$ cat src/rtl/timer_bank.sv
// timer_bank: bank of independent programmable interval timers.
// Each channel has its own period, direction, one-shot mode and enable.
// Each channel drives a registered one-cycle tick, a 50% square wave,
// a one-shot done flag and its live counter value.
module timer_bank #(
   parameter int unsigned     WIDTH          = 32,
   parameter int unsigned     CHANNELS       = 2,
   parameter logic [WIDTH-1:0] DEFAULT_PERIOD = WIDTH'(50_000_000)
) (
   input  logic                      clk,
   input  logic                      rst,
   input  logic                      wr_en,
   input  logic [3:0]                wr_ch,
   input  logic [WIDTH-1:0]          wr_period,
   input  logic [CHANNELS-1:0]       enable,
   input  logic [CHANNELS-1:0]       up_not_down,
   input  logic [CHANNELS-1:0]       one_shot,
   output logic [CHANNELS-1:0]       tick,
   output logic [CHANNELS-1:0]       square,
   output logic [CHANNELS-1:0]       done,
   output logic [CHANNELS*WIDTH-1:0] count_flat
);

   localparam logic [WIDTH-1:0] DEFAULT_TOP = DEFAULT_PERIOD - 1'b1;

   logic [WIDTH-1:0]    r_period [CHANNELS];
   logic [WIDTH-1:0]    r_count  [CHANNELS];
   logic [CHANNELS-1:0] r_tick;
   logic [CHANNELS-1:0] r_square;
   logic [CHANNELS-1:0] r_done;

   logic [WIDTH-1:0]    w_period_nxt [CHANNELS];
   logic [WIDTH-1:0]    w_count_nxt  [CHANNELS];
   logic [CHANNELS-1:0] w_tick_nxt;
   logic [CHANNELS-1:0] w_square_nxt;
   logic [CHANNELS-1:0] w_done_nxt;

   // Per-channel next state: a write wins over counting; a wrap raises tick,
   // toggles square, reloads the start value and latches done in one-shot mode.
   always_comb begin
      for (int unsigned i = 0; i < CHANNELS; i++) begin
         w_period_nxt[i] = r_period[i];
         w_count_nxt[i]  = r_count[i];
         w_tick_nxt[i]   = 1'b0;
         w_square_nxt[i] = r_square[i];
         w_done_nxt[i]   = r_done[i];
         if (wr_en && (32'(wr_ch) == i)) begin
            w_period_nxt[i] = wr_period;
            // A zero period parks the counter at 0 regardless of direction.
            if (up_not_down[i] || (wr_period == '0)) begin
               w_count_nxt[i] = '0;
            end else begin
               w_count_nxt[i] = wr_period - 1'b1;
            end
            w_done_nxt[i] = 1'b0;
         end else if (enable[i] && !r_done[i] && (r_period[i] != '0)) begin
            if (up_not_down[i]) begin
               if (r_count[i] == r_period[i] - 1'b1) begin
                  w_count_nxt[i]  = '0;
                  w_tick_nxt[i]   = 1'b1;
                  w_square_nxt[i] = ~r_square[i];
                  w_done_nxt[i]   = one_shot[i];
               end else begin
                  w_count_nxt[i] = r_count[i] + 1'b1;
               end
            end else begin
               if (r_count[i] == '0) begin
                  w_count_nxt[i]  = r_period[i] - 1'b1;
                  w_tick_nxt[i]   = 1'b1;
                  w_square_nxt[i] = ~r_square[i];
                  w_done_nxt[i]   = one_shot[i];
               end else begin
                  w_count_nxt[i] = r_count[i] - 1'b1;
               end
            end
         end
      end
   end

   // State registers; reset start value follows the direction sampled at reset.
   always_ff @(posedge clk) begin
      if (rst) begin
         for (int unsigned i = 0; i < CHANNELS; i++) begin
            r_period[i] <= DEFAULT_PERIOD;
            r_count[i]  <= up_not_down[i] ? '0 : DEFAULT_TOP;
         end
         r_tick   <= '0;
         r_square <= '0;
         r_done   <= '0;
      end else begin
         for (int unsigned i = 0; i < CHANNELS; i++) begin
            r_period[i] <= w_period_nxt[i];
            r_count[i]  <= w_count_nxt[i];
         end
         r_tick   <= w_tick_nxt;
         r_square <= w_square_nxt;
         r_done   <= w_done_nxt;
      end
   end

   for (genvar g = 0; g < CHANNELS; g++) begin : g_flat
      assign count_flat[g*WIDTH +: WIDTH] = r_count[g];
   end

   assign tick   = r_tick;
   assign square = r_square;
   assign done   = r_done;

endmodule

$ cat config.mk
export PLATFORM = sky130hd
export DESIGN_NAME = timer_bank
export DESIGN_NICKNAME = d
export VERILOG_FILES = /design/src/rtl/timer_bank.sv
export SDC_FILE = /design/constraint.sdc
export NUM_CORES = 1
export LEC_CHECK = 0
export ABC_AREA = 1
export CAP_MARGIN = 0
export CORE_MARGIN = 2
export CORE_UTILIZATION = 55
export DETAILED_ROUTE_END_ITERATION = 6
export PLACE_DENSITY = 0.81
export SLEW_MARGIN = 20
export SYNTH_ARGS = -nofsm -noshare
export SYNTH_HDL_FRONTEND = slang
export SYNTH_SLANG_ARGS = --single-unit
$ cat constraint.sdc
create_clock -name clk -period 3.2 [get_ports clk]
set_input_delay 0.32 -clock clk [delete_from_list [all_inputs] [get_ports clk]]
set_output_delay 0.32 -clock clk [all_outputs]
set_load 0.02 [all_outputs]
==> out/results.ini <==
[timing]
fin_crit_ns = 3.09
fin_skew_ns = 0.0137
worst_pin_slew_ns = 0.732
finalSetupViolations = 0
slew_violations = 0
rsz0062_at_grt = false
fmaxAchievable_mhz = 323
tns_ns = 0
finalWorstSetupSlack_ns = 0.108
hold_viol = 0
slew_headroom_pct = 50.8
fin_crit_sh_pct = 96.6

[pwr]
combPwrFrac_pct = 31.1
irDropWorstVdd_mv = 0.306
swShare_pct = 37.2
powerDensity_nw_per_um2 = 368
p_leak_nw = 7.30
power_frac_clock_pct = 35.6
seq_power_share_pct = 33.3
switchingPower_mw = 2.26
p_int_mw = 3.81

[finish]
fill_cells = 2289
nets = 2557
regArea_sq_um = 3040
drive_gt1_share_pct = 9.66
syn2layout_area_growth_pct = 21.1
multi_input_area_sq_um = 9150

[worst_setup_path]
critPathRequiredTime_ns = 3.56
cp-start-kind = flop
cpMostUsedCell = nand2_1
reg2reg_to = r_count[0][58]
crit_chain = clkinv_1, nor3_1, nand2_1, nor4_1, nand4_1, xor2_1, nand3b_1, nand2_1, nand2_1, a21oi_1
ff2ff_path_depth = 10
reg2reg_slack_ns = 0.11
slowest_stage = nor4_1
crit_path_max_incr_delay_ns = 0.51
critPathTopFamily = simple AND/OR/NAND/NOR gates
timing.rr.start = r_count[0][42]
cp_max_fo = 9
cp-end-kind = flop
cp_data_arrival_time_ns = 3.45
crit_buf_inv = 1
path_class = reg2reg

[global_route]
grt_max_degree = 58
globalRouteOverflowTotal = 0
antenna_found_initial = 0
grt_pass1_vias = 15800
track_usage_pct = 45.5
grt_pass1_wl_um = 90800

[logic_synthesis]
synth_common_cells = 593 x nand2_1, 326 x nor2_1, 255 x inv_1
synth_ff_type = dfxtp_1
synth.net_count = 2387
synth_edf_count = 36
yosys_warnings = 0
async_flop_share_pct = 0
ys_seq_elements = 134
syn-instance-count = 2332
ys_types = 47
yosys-top-cells-area = nand2_1 16%, dfxtp_1 14%, nor2_1 9.0%
yosysMostFrequentCell = nand2_1
ys_seq_area_share_pct = 22.4
yosysTopAreaCellShare_pct = 16.4
syn_area_sq_um = 13600
syn_avg_cell_area_sq_um = 5.83
synth_top_area_cell = nand2_1

[place]
dp_hpwl_um = 47700
place.gp.congestion = 1.11
dp_slack_ns = 0.119
portBuffers = 114

[clocking]
cts-htree-levels = 4
clk-insertion-delay-late_ns = 0.44
cts_sinks = 134
clkTransAtPathRegs_ns = 0.08
cts_tree = yes
clockBufferDepth = 2
cts_made_buffers = 17
ctsHoldBuffers = 0
cts-root-buf = clkbuf_16

[outcome]
status = complete, but fails checks
violations = design-rule violations

[route]
viasPerCell = 6.10
wl_per_cell_um = 21.3
drt_iter0_drc = 2875
postRouteAntennaNets = 0
wl_um = 60600
dr_total_vias = 17300
drc = 2
dr.pass1.iters = 7

[min_path]
whs_endpoint = done[0]
min_path_type = in2reg
holdPathStages = 3
min-delay-start = one_shot[0]

[floorplanning]
die_w_um = 161
coreArea_sq_um = 24300
fp-row-count = 57
ios = 115
die_h_um = 161
start_util_pct = 55.9
die_area_sq_um = 26000

[job]
max_cap_violations = 0

-- cell families (layout without fill, tap and decap cells) --
group | count (synthesis) | after routing | share of synthesized area (%)
adder cells (fa/ha/maj) | 10 | 10 | 0.920
flip-flops | 134 | 134 | 22.4
AND/OR/NAND/NOR | 1326 | 1326 | 42.8
XOR/XNOR | 142 | 142 | 9.45
other | 0 | 1 | 0
AO/OA/AOI/OAI | 353 | 353 | 13.9
buffers and inverters | 367 | 550 | 10.6
-- stage by stage --
stage	cell area [sq um]	util [%]	cells	total power, mW	hold slack, ns
after global placement	15800	64.9	2803	3.82	0.462
after detailed placement	15800	64.9	2803	3.84	0.461
after floorplan	13600	-	2332	3.06	0.433
final	16500	67.7	2840	6.07	0.470
after global routing	16500	67.7	2839	6.25	0.493
after CTS	16400	67.4	2835	5.95	0.462
-- power groups by stage --
stage,clock [mW],sequential (mW),combinational (mW)
floorplan,0,2.08,0.986
CTS,2.14,2.00,1.81
detailed placement,0,2.04,1.80
finish,2.16,2.02,1.89
global route,2.21,2.02,2.01
global placement,0,2.04,1.78
-- cell usage in the layout (no fill, tap or decap), drive strengths merged, types with 2 or more instances in the layout --
cell type      netlist  final
a21o                 9      9
a21oi              129    129
a22oi               13     13
a31oi                5      5
a32oi               11     11
and3                 5      5
buf                 25    139
bufinv               0      3
clkbuf              77     18
clkdlybuf4s50        0    114
clkinv               3      5
clkinvlp             0      3
dfxtp               98     98
edfxtp              36     36
ha                  10     10
inv                262    268
nand2              605    605
nand3              208    208
nand3b              16     16
nand4               60     60
nor2               355    355
nor3                55     55
nor4                14     14
o21ai              177    177
o22ai                3      3
o31ai                2      2
or2                  7      7
xnor2               16     16
xnor3                3      3
xor2               123    123
-- state kept, by name, indices dropped and copies added (netlist names) --
register and cells:
r_count 64, done 2, r_period 64, square 2
tick 2
-- repair_timing --
action / 4_1_cts / 5_1_grt
gates resized for setup: 0 / 8
buffers inserted: 0 / 4
endpoints found under the setup margin: 0 / 40
-- how the worst max path moves through the flow --
stage,start,end,cells after the start
finish,r_count[0][42],r_count[0][58],10
global route,r_period[0][7],r_count[0][0],20
CTS,r_period[0][0],r_count[0][13],20
detailed placement,wr_period[0],r_count[0][23],13
global placement,wr_period[0],r_count[0][55],13
floorplan,r_count[0][45],r_count[0][51],13
-- metal layers --
layer / wire length, um / share of wire, % / global-route usage, %
met5: 0 / 0 / 0
met1: 21900 / 36 / 56.5
met3: 7100 / 12 / 7.91
met2: 27200 / 45 / 73.9
met4: 4430 / 7.3 / 27.7
-- worst register-to-register path: cells and delay by family, from the launching register on --
family | cells | cell delay (ns)
buffers and inverters | 1 | 0.30
XOR/XNOR | 1 | 0.24
AND/OR/NAND/NOR | 7 | 1.87
AO/OA/AOI/OAI | 1 | 0.15
flip-flops | 1 | 0.46
-- layout make-up --
type                       count  area share, %
multi-input combinational   1831           55.6
clock inverter                14           1.15
inverter                     265           6.06
timing repair buffer         253           13.7
sequential                   134           18.5
antenna                        1         0.0152
clock buffer                  18           2.61
tap                          324           2.46
(Power assumes the default switching activity.)
